File: src/rtl/uart_cmd_receiver_if.sv
// Output bundle of the robot drive-command UART receiver.
// master: the receiver driving decoded results; slave: the motor controller consuming them.
interface uart_cmd_receiver_if;
    logic [2:0] cmd;
    logic [2:0] multiplier;
    logic       cmd_valid;
    logic [7:0] rx_byte;
    logic       rx_byte_valid;
    logic       frame_err;
    logic       parse_err;
    logic       timeout;

    modport master (
        output cmd, multiplier, cmd_valid, rx_byte, rx_byte_valid,
               frame_err, parse_err, timeout
    );

    modport slave (
        input  cmd, multiplier, cmd_valid, rx_byte, rx_byte_valid,
               frame_err, parse_err, timeout
    );
endinterface

File: src/rtl/uart_cmd_receiver.sv
// uart_cmd_receiver: base-side receiver of the robot drive-command link.
// Deserialises 8N1 frames, parses <cmd><mult><LF> messages and presents the
// decoded drive command and multiplier with a one-cycle cmd_valid pulse.
// Optional feature macro: CMD_TIMEOUT_EN adds a failsafe watchdog that forces
// STOP / x1 when no valid message arrives for TIMEOUT_CYCLES clocks.
module uart_cmd_receiver #(
    parameter int CLK_HZ = 50_000_000,
    parameter int BAUD   = 115_200
`ifdef CMD_TIMEOUT_EN
    ,
    parameter int TIMEOUT_CYCLES = 25_000_000
`endif
) (
    input  logic                clk_50,
    input  logic                reset,
    input  logic                uart_in,
    uart_cmd_receiver_if.master cmd_bus
);

    localparam int BIT_CYCLES = CLK_HZ / BAUD;
    localparam int HALF_BIT   = BIT_CYCLES / 2;
    localparam int CW         = $clog2(BIT_CYCLES);

    localparam logic [CW-1:0] BIT_LAST  = CW'(BIT_CYCLES - 1);
    localparam logic [CW-1:0] HALF_LAST = CW'(HALF_BIT - 1);
    localparam logic [7:0]    LF        = 8'h0A;

    typedef enum logic [1:0] {RX_IDLE, RX_START, RX_DATA, RX_STOP} rx_state_t;
    typedef enum logic [1:0] {P_CMD, P_MULT, P_END} p_state_t;

    // Returns {legal, code} for a command letter.
    function automatic logic [3:0] decode_cmd(input logic [7:0] b);
        case (b)
            8'h53:   decode_cmd = {1'b1, 3'd0};   // 'S' stop
            8'h46:   decode_cmd = {1'b1, 3'd1};   // 'F' forward
            8'h42:   decode_cmd = {1'b1, 3'd2};   // 'B' back
            8'h4C:   decode_cmd = {1'b1, 3'd3};   // 'L' left
            8'h52:   decode_cmd = {1'b1, 3'd4};   // 'R' right
            default: decode_cmd = {1'b0, 3'd0};
        endcase
    endfunction

    // Returns {legal, value} for a multiplier digit '1'..'7'.
    function automatic logic [3:0] decode_mult(input logic [7:0] b);
        if ((b >= 8'h31) && (b <= 8'h37)) begin
            decode_mult = {1'b1, b[2:0]};
        end else begin
            decode_mult = {1'b0, 3'd0};
        end
    endfunction

    logic [1:0]    sync_r;
    logic          line_s;
    rx_state_t     rx_state_r;
    logic [CW-1:0] cnt_r;
    logic [2:0]    idx_r;
    logic [7:0]    shift_r;
    logic [7:0]    rx_byte_r;
    logic          rx_byte_valid_r;
    logic          frame_err_r;

    p_state_t      p_state_r;
    logic [2:0]    pend_cmd_r;
    logic [2:0]    pend_mult_r;
    logic [2:0]    cmd_r;
    logic [2:0]    mult_r;
    logic          cmd_valid_r;
    logic          parse_err_r;
    logic [3:0]    cmd_dec_s;
    logic [3:0]    mult_dec_s;

    // Bring the asynchronous line into clk_50; idles high so reset does not fake a start bit.
    always_ff @(posedge clk_50 or posedge reset) begin
        if (reset) begin
            sync_r <= 2'b11;
        end else begin
            sync_r <= {sync_r[0], uart_in};
        end
    end

    assign line_s = sync_r[1];

    // 8N1 deserialiser: half-bit start qualification, then centre-of-bit sampling.
    always_ff @(posedge clk_50 or posedge reset) begin
        if (reset) begin
            rx_state_r      <= RX_IDLE;
            cnt_r           <= '0;
            idx_r           <= 3'd0;
            shift_r         <= 8'h00;
            rx_byte_r       <= 8'h00;
            rx_byte_valid_r <= 1'b0;
            frame_err_r     <= 1'b0;
        end else begin
            rx_byte_valid_r <= 1'b0;
            frame_err_r     <= 1'b0;
            case (rx_state_r)
                RX_IDLE: begin
                    cnt_r <= '0;
                    if (!line_s) begin
                        rx_state_r <= RX_START;
                    end
                end
                RX_START: begin
                    if (cnt_r == HALF_LAST) begin
                        cnt_r      <= '0;
                        idx_r      <= 3'd0;
                        // A line that is high again at mid-start was only a glitch.
                        rx_state_r <= line_s ? RX_IDLE : RX_DATA;
                    end else begin
                        cnt_r <= cnt_r + 1'b1;
                    end
                end
                RX_DATA: begin
                    if (cnt_r == BIT_LAST) begin
                        cnt_r   <= '0;
                        shift_r <= {line_s, shift_r[7:1]};
                        if (idx_r == 3'd7) begin
                            rx_state_r <= RX_STOP;
                        end else begin
                            idx_r <= idx_r + 3'd1;
                        end
                    end else begin
                        cnt_r <= cnt_r + 1'b1;
                    end
                end
                RX_STOP: begin
                    if (cnt_r == BIT_LAST) begin
                        cnt_r      <= '0;
                        // Back to IDLE right away so a back-to-back start edge is caught.
                        rx_state_r <= RX_IDLE;
                        if (line_s) begin
                            rx_byte_r       <= shift_r;
                            rx_byte_valid_r <= 1'b1;
                        end else begin
                            frame_err_r <= 1'b1;
                        end
                    end else begin
                        cnt_r <= cnt_r + 1'b1;
                    end
                end
                default: begin
                    rx_state_r <= RX_IDLE;
                    cnt_r      <= '0;
                end
            endcase
        end
    end

    // Decode the current byte for both parser states.
    always_comb begin
        cmd_dec_s  = decode_cmd(rx_byte_r);
        mult_dec_s = decode_mult(rx_byte_r);
    end

`ifdef CMD_TIMEOUT_EN
    localparam logic [24:0] WD_LAST = 25'(TIMEOUT_CYCLES - 1);

    logic [24:0] wd_r;
    logic        timeout_r;
    logic        load_s;

    // A completed message is the only thing that feeds the watchdog.
    always_comb begin
        load_s = rx_byte_valid_r && (p_state_r == P_END) && (rx_byte_r == LF);
    end
`endif

    // Message parser; a partial message only touches the pending registers, never cmd/multiplier.
    always_ff @(posedge clk_50 or posedge reset) begin
        if (reset) begin
            p_state_r   <= P_CMD;
            pend_cmd_r  <= 3'd0;
            pend_mult_r <= 3'd1;
            cmd_r       <= 3'd0;
            mult_r      <= 3'd1;
            cmd_valid_r <= 1'b0;
            parse_err_r <= 1'b0;
`ifdef CMD_TIMEOUT_EN
            wd_r        <= 25'd0;
            timeout_r   <= 1'b0;
`endif
        end else begin
            cmd_valid_r <= 1'b0;
            parse_err_r <= 1'b0;
            if (frame_err_r) begin
                p_state_r <= P_CMD;
            end else if (rx_byte_valid_r) begin
                case (p_state_r)
                    P_CMD: begin
                        if (cmd_dec_s[3]) begin
                            pend_cmd_r <= cmd_dec_s[2:0];
                            p_state_r  <= P_MULT;
                        end else if (rx_byte_r != LF) begin
                            parse_err_r <= 1'b1;
                        end
                    end
                    P_MULT: begin
                        if (mult_dec_s[3]) begin
                            pend_mult_r <= mult_dec_s[2:0];
                            p_state_r   <= P_END;
                        end else begin
                            parse_err_r <= 1'b1;
                            p_state_r   <= P_CMD;
                        end
                    end
                    P_END: begin
                        p_state_r <= P_CMD;
                        if (rx_byte_r == LF) begin
                            cmd_r       <= pend_cmd_r;
                            mult_r      <= pend_mult_r;
                            cmd_valid_r <= 1'b1;
                        end else begin
                            parse_err_r <= 1'b1;
                        end
                    end
                    default: begin
                        p_state_r <= P_CMD;
                    end
                endcase
            end
`ifdef CMD_TIMEOUT_EN
            // Watchdog saturates at its last count so the failsafe fires only once.
            if (load_s) begin
                wd_r      <= 25'd0;
                timeout_r <= 1'b0;
            end else if (wd_r == WD_LAST) begin
                if (!timeout_r) begin
                    cmd_r       <= 3'd0;
                    mult_r      <= 3'd1;
                    cmd_valid_r <= 1'b1;
                    timeout_r   <= 1'b1;
                end
            end else begin
                wd_r <= wd_r + 25'd1;
            end
`endif
        end
    end

    assign cmd_bus.cmd           = cmd_r;
    assign cmd_bus.multiplier    = mult_r;
    assign cmd_bus.cmd_valid     = cmd_valid_r;
    assign cmd_bus.rx_byte       = rx_byte_r;
    assign cmd_bus.rx_byte_valid = rx_byte_valid_r;
    assign cmd_bus.frame_err     = frame_err_r;
    assign cmd_bus.parse_err     = parse_err_r;
`ifdef CMD_TIMEOUT_EN
    assign cmd_bus.timeout       = timeout_r;
`else
    assign cmd_bus.timeout       = 1'b0;
`endif

endmodule

File: src/flat_wrapper.sv
// flat-port wrapper written by rule: the top's interface ports become plain ports
module uart_cmd_receiver_flat 
#(
    parameter int CLK_HZ = 50_000_000,
    parameter int BAUD   = 115_200

)
  (clk_50, reset, uart_in, cmd_bus_cmd, cmd_bus_multiplier, cmd_bus_cmd_valid, cmd_bus_rx_byte, cmd_bus_rx_byte_valid, cmd_bus_frame_err, cmd_bus_parse_err, cmd_bus_timeout);
  uart_cmd_receiver_if cmd_bus_i ();
  input  logic clk_50;
  input  logic reset;
  input  logic uart_in;
  output wire logic [$bits(cmd_bus_i.cmd)-1:0] cmd_bus_cmd;
  output wire logic [$bits(cmd_bus_i.multiplier)-1:0] cmd_bus_multiplier;
  output wire logic [$bits(cmd_bus_i.cmd_valid)-1:0] cmd_bus_cmd_valid;
  output wire logic [$bits(cmd_bus_i.rx_byte)-1:0] cmd_bus_rx_byte;
  output wire logic [$bits(cmd_bus_i.rx_byte_valid)-1:0] cmd_bus_rx_byte_valid;
  output wire logic [$bits(cmd_bus_i.frame_err)-1:0] cmd_bus_frame_err;
  output wire logic [$bits(cmd_bus_i.parse_err)-1:0] cmd_bus_parse_err;
  output wire logic [$bits(cmd_bus_i.timeout)-1:0] cmd_bus_timeout;
  assign cmd_bus_cmd = cmd_bus_i.cmd;
  assign cmd_bus_multiplier = cmd_bus_i.multiplier;
  assign cmd_bus_cmd_valid = cmd_bus_i.cmd_valid;
  assign cmd_bus_rx_byte = cmd_bus_i.rx_byte;
  assign cmd_bus_rx_byte_valid = cmd_bus_i.rx_byte_valid;
  assign cmd_bus_frame_err = cmd_bus_i.frame_err;
  assign cmd_bus_parse_err = cmd_bus_i.parse_err;
  assign cmd_bus_timeout = cmd_bus_i.timeout;
  uart_cmd_receiver #(.CLK_HZ(CLK_HZ), .BAUD(BAUD)) u_core (.clk_50(clk_50), .reset(reset), .uart_in(uart_in), .cmd_bus(cmd_bus_i));
endmodule
File: config.mk
export PLATFORM = sky130hd
export DESIGN_NAME = uart_cmd_receiver_flat
export DESIGN_NICKNAME = d
export VERILOG_FILES = /design/src/rtl/uart_cmd_receiver_if.sv /design/src/rtl/uart_cmd_receiver.sv /design/src/flat_wrapper.sv
export SDC_FILE = /design/constraint.sdc
export NUM_CORES = 1
export LEC_CHECK = 0
export ABC_AREA = 1
export BUFFER_PORTS_ARGS = -buffer_cell sky130_fd_sc_hd__buf_2
export CORE_MARGIN = 1
export CORE_UTILIZATION = 55
export CTS_BUF_LIST = sky130_fd_sc_hd__clkbuf_4
export DETAILED_ROUTE_END_ITERATION = 16
export GPL_ROUTABILITY_DRIVEN = 0
export MAX_ROUTING_LAYER = met4
export PLACE_DENSITY = 0.75
export SLEW_MARGIN = 0
export SYNTH_ARGS = -nofsm -noshare
export SYNTH_HDL_FRONTEND = slang
export SYNTH_SLANG_ARGS = --single-unit
File: constraint.sdc
create_clock -name clk_50 -period 2 [get_ports clk_50]
set_clock_uncertainty 0.05 [all_clocks]
set_input_delay 0.3 -clock clk_50 [delete_from_list [all_inputs] [get_ports clk_50]]
set_output_delay 0.3 -clock clk_50 [all_outputs]
set_load 0.02 [all_outputs]
# Word level (Yosys, flattened, before mapping)
# Cells that the tools add are included.
# word_totals
memories	0
word_cells	94
latch_bits	0
output_inout_bits	19
input_bits	3
ramBits	0
rom_bits	0
reg_bits	50
# classes
n_bitwise	1
n_mul	0
n_addsub	2
n_reduce_logical	14
mux	38
magnitude_cmp	2
div	0
shifts	0
eq_ne	22
# op_table
op	n
8-bit by 7-bit equality test with 1-bit output (second input constant)	5
9-bit one-hot mux with 3 select lines	1
2-bit 2-to-1 mux	10
4-bit one-hot mux with 5 select lines	1
9-bit 2-to-1 mux	2
1-bit 2-to-1 mux	16
4-bit AND reduction	4
9-bit by 1-bit adder with 9-bit output (second input constant)	1
9-bit by 8-bit equality test with 1-bit output (second input constant)	1
9-bit equality test (second input constant)	1
3-bit 2-to-1 mux	3
8-bit by 4-bit equality test with 1-bit output (second input constant)	1
8-bit by 6-bit >= comparator with 1-bit output (second input constant)	1
8-bit by 6-bit <= comparator with 1-bit output (second input constant)	1
2-bit by 1-bit inequality test with 1-bit output (second input constant)	4
8-bit by 4-bit inequality test with 1-bit output (second input constant)	1
2-bit one-hot mux with 4 select lines	1
2-bit equality test (second input constant)	3
3-bit one-hot mux with 2 select lines	1
5-bit AND reduction	1
2-bit by 1-bit equality test with 1-bit output (second input constant)	2
2-bit zero test	2
4-bit 2-to-1 mux	1
2-bit inequality test (second input constant)	2
other kinds (11)	13

# Longest topological paths before layout
# Gate-level depths: netlist of run 1.
# depth
depth_word	7
mapped_depth	11
depth_no_buf	11

# Least setup slack after synthesis of run 1
# No wires, ideal clock.
# synth_path
kind	flip-flop to flip-flop
startpoint	register u_core.cnt_r[1]
endpoint	register u_core.shift_r[0]
setup_slack_ns	0.483
synth_period_minus_slack_ns	1.517
t_arrival_ns	1.340
required_ns	1.822
setup_time_ns	0.128
path_stages_with_launch	7
path_cell_list	dfrtp_1 > inv_1 > ha_1 > nand2_1 > nor2_1 > nand3_4 > mux2_1
# synth_via
elab_chain_cells	2
# synth_rtl
element	line	source
start: declaration	uart_cmd_receiver.sv:55	logic [CW-1:0] cnt_r;
start signal: assignment	uart_cmd_receiver.sv:110	cnt_r <= cnt_r + 1'b1;
start signal: assignment	uart_cmd_receiver.sv:123	cnt_r <= cnt_r + 1'b1;
start signal: assignment	uart_cmd_receiver.sv:138	cnt_r <= cnt_r + 1'b1;
9-bit equality test	uart_cmd_receiver.sv:114	if (cnt_r == BIT_LAST) begin
2-bit AND reduction (no source line)	-	
end signal: assignment	uart_cmd_receiver.sv:116	shift_r <= {line_s, shift_r[7:1]};
end: declaration	uart_cmd_receiver.sv:57	logic [7:0] shift_r;
# No other way between the ends.
# A chain may end at the register's enable or synchronous reset.

# Final worst setup path of run 1
# Ends and elaborated chain as after synthesis.

==> results_dict.tcl, run 1 <==
set metrics [dict create \
    slew_headroom 0.5932 \
    portBuffers 20 \
    clock_latency_ns 0.35 \
    dr.first_iter.drc_count 71 \
    cp-startpoint "u_core.cnt_r[1]" \
    crit_required_ns 2.19 \
    coreArea_mm2 0.004086 \
    cts_tree "built" \
    hold_viol_final 0 \
    root_buffer "clkbuf_4" \
    worst-path-max-fanout 9 \
    post_cts_buffers 0 \
    hold_buffers 1 \
    antenna_found_initial 0 \
    final_common_cell "nand2_1" \
    grt_pass1_vias 1582 \
    drive_gt1_frac 0.1700 \
    synth_top_area_frac 0.4845 \
    critPathKind "register to register" \
    cts_made_buffers 5 \
    synth_area_leaders "dfrtp_1 (48%), nand2_1 (11%), inv_1 (6.2%), dfstp_2 (4.4%), nor2_1 (4.4%)" \
    clock_path_buffers 2 \
    first_pass_iters 4 \
    finalSetupViolations 0 \
    initial_core_util 0.5814 \
    fp.dieH_um 67.73 \
    cts_resized 0 \
    fin_crit_sh 0.8372 \
    synth.avg_cell_area_um2 8.735 \
    setup_tns_ns 0 \
    dieArea_mm2 0.004587 \
    status "finished clean" \
    drv_slew 0 \
    post-dp-hpwl_um 2852 \
    clock.fmax_mhz 597.3 \
    ioPinCount 22 \
    synth_nets 280 \
    pwr_density_cell_mw_per_mm2 613.2 \
    routed_wl_um 3925 \
    drcViolationCount 0 \
    fin_util 0.6399 \
    layout.nets 307 \
    worstMarginPinSlew_ns 0.6102 \
    arrival_ns 1.86 \
    post-route-min-period_ns 1.674 \
    vias 1742 \
    ctsHtreeMaxLevel 2 \
    ys_seq_elements 50 \
    peakVddDrop_v 0.0004161 \
    die_w_um 67.73 \
    final_cell_mix "nand2_1 (70), dfrtp_1 (46), inv_1 (38), nor2_1 (28), buf_2 (20)" \
    grt_use_total 0.1993 \
    synth_cells 272 \
    p_leak_nw 1.516 \
    via_per_inst 4.977 \
    r2r_start "u_core.cnt_r[1]" \
    cts.sinks 50 \
    syn-cell-area_mm2 0.002376 \
    maxCapViolations 0 \
    antennaDiodeCount 0 \
    holdCritPathClass "primary input to async pin" \
    cp-end-kind "register" \
    num_rows 23 \
    start_kind "register" \
    grt_max_degree 51 \
    grt-ovfl-total 0 \
    yosys_warnings 0 \
    layout-area-overhead-vs-synth_pct 10.06 \
    hold_ws_ns 0.009712 \
    ys_types 30 \
    yosysTopAreaCell "dfrtp_1" \
    rsz0062_at_grt "false" \
    seq_area_frac_synth 0.5287 \
    p_total_mw 1.604 \
    grt_pass1_wl_um 6541 \
    clk_pin_slew_ns 0.14 \
    postRouteAntennaNets 0 \
    wl_per_cell_um 11.21 \
]
[through the flow]
stage | worst slack [ns] | area, um^2 | cells
after global routing | 0.1238 | 2615 | 350
after global placement | 0.3921 | 2527 | 341
after detailed placement | 0.3289 | 2527 | 341
after CTS | 0.3065 | 2615 | 350
final | 0.3257 | 2615 | 350
after floorplan | 0.4554 | 2376 | 272
[synthesized netlist by cell type]
cell type / n
nor3b_1: 1
nand3b_4: 1
o21ai_0: 14
nor2_2: 1
nand3_1: 17
dfrtp_1: 46
mux2_1: 1
nand2_1: 70
nor2_1: 28
nor2_4: 1
a21oi_1: 4
xor2_1: 3
nor3_1: 2
inv_1: 39
o21ai_1: 8
xnor2_1: 1
nor3_2: 1
nand3b_1: 1
or2_0: 1
mux2_2: 6
nand3_4: 2
conb_1: 1
buf_4: 1
nand4_1: 7
inv_2: 3
dfstp_2: 4
nor3_4: 1
ha_1: 5
nand2_2: 1
buf_6: 1
[power breakdown]
| group | internal (mW) | total [mW] | switching (mW) | leakage [nW] |
|---|---|---|---|---|
| logic | 0.00431 | 0.0263 | 0.0220 | 0.802 |
| clock network | 0.260 | 0.561 | 0.301 | 0.0450 |
| registers | 1.01 | 1.02 | 0.00146 | 0.670 |
| total | 1.28 | 1.60 | 0.325 | 1.52 |
[registers in the layout, summed over array words and instances (netlist names), named ones only]
register and flops:
u_core.cmd_bus.cmd 3, u_core.cmd_bus.rx_byte_valid 1, u_core.cnt_r 9, u_core.cmd_bus.cmd_valid 1, u_core.pend_mult_r 3, u_core.p_state_r 2
u_core.shift_r 8, u_core.cmd_bus.frame_err 1, u_core.pend_cmd_r 3, u_core.cmd_bus.parse_err 1, u_core.sync_r 2, u_core.idx_r 3
u_core.rx_state_r 1, u_core.cmd_bus.rx_byte 8, u_core.cmd_bus.multiplier 3
[logic make-up after synthesis]
| family | share of synthesized area |
|---|---|
| flip-flops | 0.5287 |
| AO/OA/AOI/OAI | 0.05477 |
| adder cells (fa/ha/maj) | 0.02633 |
| buffers and inverters | 0.07425 |
| other | 0.001578 |
| AND/OR/NAND/NOR | 0.2665 |
| multiplexers | 0.03317 |
| XOR/XNOR | 0.01475 |
[area by class of cell]
cell class / count / area, um^2
clock buffer: 5 / 37.54
clock inverter: 3 / 40.04
fill: 362 / 1471
inverter: 42 / 157.7
multi-input combinational: 178 / 943.4
sequential: 50 / 1256
tap: 50 / 62.56
timing repair buffer: 22 / 117.6
[per-layer routing]
metal  vias up  global-route usage  routed length [um]
met5         -                   -                   0
met4         0             0.07979                 106
met1       792              0.2015                1760
li1        913                   -                   -
met2        26              0.3639                1945
met3        11             0.04730                 112
[critical path, stage by stage (launching register included)]
cell and delay, ns:
dfrtp_1 0.42, inv_1 0.08, ha_1 0.16, nand2_1 0.05, nor2_1 0.28, nand3_4 0.19
mux2_1 0.34
[final timing paths]
check                                                    end  slack (ns)  depth (start not counted)
worst max-delay path                       u_core.shift_r[0]        0.33                          6
worst min-delay path            u_core.cmd_bus.multiplier[1]        0.01                          3
worst max register to register             u_core.shift_r[0]        0.33                          6
worst min register to register              u_core.sync_r[1]        0.32                          0
max in group asynchronous                    u_core.cnt_r[1]        1.45                          3
min in group clk_50                         u_core.sync_r[1]        0.32                          0
No activity file was read; power rests on OpenSTA's default activity.
==> run 2, diff against run 1 <==
==> constraint.sdc (replaced) <==
create_clock -name clk_50 -period 1.7 [get_ports clk_50]
set_clock_uncertainty 0.05 [all_clocks]
set_input_delay 0.255 -clock clk_50 [delete_from_list [all_inputs] [get_ports clk_50]]
set_output_delay 0.255 -clock clk_50 [all_outputs]
set_load 0.02 [all_outputs]
==> run 2 against run 1 <==
Against the previous run: core utilization is 2.6 points higher; flip-flop and latch count stayed put; combinational power is 51% higher; total power is 28% higher; routed wire length is 10% higher; non-clock buffer count is 3 higher; sequential power is 18% higher; first-iteration DRC count is 9.9% higher; highest routed layer unchanged.
==> results_dict.tcl, run 2 (synthesis results as in run 1) <==
set metrics [dict create \
    status "finished clean" \
    arrival_ns 1.86 \
    dr.first_iter.drc_count 78 \
    cp-end-kind "register" \
    postRouteAntennaNets 0 \
    met2_length_um 2310 \
    drive_gt1_frac 0.2039 \
    vias 1754 \
    finalSetupViolations 0 \
    ctsHtreeMaxLevel 2 \
    p_total_mw 2.052 \
    layout-area-overhead-vs-synth_pct 14.53 \
    reg2reg_slack_ns 0.07 \
    peakVddDrop_v 0.0005130 \
    clock_latency_ns 0.36 \
    first_pass_iters 4 \
    routed_wl_um 4320 \
    nFillCells 339 \
    clock.fmax_mhz 612.7 \
    fp.dieH_um 67.73 \
    root_buffer "clkbuf_4" \
    grt_use_total 0.2162 \
    drcViolationCount 0 \
    wl_per_cell_um 12.20 \
    crit_family "simple AND/OR/NAND/NOR gates" \
    rsz0062_at_grt "true" \
    post_dp_cell_area_mm2 0.002547 \
    crit_required_ns 1.93 \
    m1WireLength_um 1809 \
    crit_top_cell "nand2_2" \
    worstRegToRegCells 9 \
    ioPinCount 22 \
    antenna_found_initial 0 \
    coreArea_mm2 0.004086 \
    final_cell_mix "nand2_1 (68), dfrtp_1 (45), inv_1 (36), nor2_1 (27), buf_2 (20)" \
    grt_pass1_wl_um 7044 \
    post-route-min-period_ns 1.632 \
    cp_cell_sequence "inv_2 > ha_4 > nand2_2 > nor3_2 > nand2_2 > nor2_4 > nand3_2 > o21ai_1 > inv_1" \
    rr_endpoint "u_core.cmd_bus.rx_byte[2]" \
    fin_crit_sh 0.9601 \
    post-dp-hpwl_um 3084 \
    cp_num_cells 9 \
    cts_made_buffers 5 \
    largest_reg_flops 9 \
    dr_wl_met3_um 141 \
    die_w_um 67.73 \
    pwr_density_cell_mw_per_mm2 754.2 \
    via_per_inst 4.955 \
    layout.nets 311 \
    holdCritPathClass "register to register" \
    antennaDiodeCount 0 \
    r2r_start "u_core.cnt_r[1]" \
    critPathKind "register to register" \
    num_rows 23 \
    cp-startpoint "u_core.cnt_r[1]" \
    cts_tree "built" \
    p_leak_nw 1.541 \
    top_register "u_core.cnt_r" \
    endpoint "u_core.cmd_bus.rx_byte[2]" \
    clock_path_buffers 2 \
    drv_slew 0 \
    max_stage_delay_ns 0.42 \
    portBuffers 20 \
    final_area_mm2 0.002721 \
    start_kind "register" \
    hold_viol_final 0 \
    cp_slowest_cell "dfrtp_1" \
    top_layer "met4" \
    final_common_cell "nand2_1" \
    cts.sinks 50 \
    clk_pin_slew_ns 0.15 \
    worst-path-max-fanout 8 \
    pre_cts_ws_ns 0.004107 \
    grt_max_degree 24 \
    setup_slack_ns 0.06777 \
    grt_pass1_vias 1645 \
    initial_core_util 0.5814 \
    crit_buf_inv 2 \
    maxCapViolations 0 \
    grt-ovfl-total 0 \
    dieArea_mm2 0.004587 \
]
run 2: how the worst min path moves through the flow:
stage	start	to	cells past startpoint
final	u_core.sync_r[0]	u_core.sync_r[1]	0
after global placement	reset	u_core.pend_mult_r[1]	2
after detailed placement	reset	u_core.pend_mult_r[1]	2
after floorplan	uart_in	u_core.sync_r[0]	0
after CTS	reset	u_core.pend_mult_r[1]	3
after global routing	u_core.sync_r[0]	u_core.sync_r[1]	0
run 2: cell type report:
class	instances	area (um^2)	share of cell area
clock buffer	5	37.54	0.01379
clock inverter	3	63.81	0.02345
inverter	42	157.7	0.05793
multi-input combinational	179	987.2	0.3628
sequential	50	1257	0.4621
tap	50	62.56	0.02299
timing repair buffer	25	155.1	0.05701
run 2: worst reg2reg max path: stages (launching register included):
cell	delay [ns]
dfrtp_1	0.42
inv_2	0.09
ha_4	0.13
nand2_2	0.05
nor3_2	0.17
nand2_2	0.11
nor2_4	0.17
nand3_2	0.17
o21ai_1	0.16
inv_1	0.05
run 2: per-stage QoR:
stage	instances	setup TNS (ns)	hold slack (ns)	util
after floorplan	272	0	0.2095	-
after global placement	342	0	0.1891	0.6234
after detailed placement	342	0	0.1898	0.6234
after CTS	352	0	0.3186	0.6537
after global routing	354	-0.3021	0.3226	0.6660
final	354	0	0.3172	0.6660
run 2: per-layer routing:
layer  vias up  global-route usage
li1        919                   -
met1       793              0.2280
met2        38              0.3874
met3         4             0.04730
met4         0             0.08511
met5         -                   -
run 2: timing repair:
item,CTS,global route
gates cloned,0,1
hold endpoints to repair,13,0
resized for setup,1,11
buffers inserted,0,1
setup endpoints to repair,1,15
hold buffers,2,0
pin swaps,0,4
run 2: power by group:
group / internal (mW) / switching, mW / total (mW)
logic: 0.0111 / 0.0285 / 0.0397
registers: 1.19 / 0.00160 / 1.20
clock network: 0.453 / 0.364 / 0.817
total: 1.66 / 0.394 / 2.05
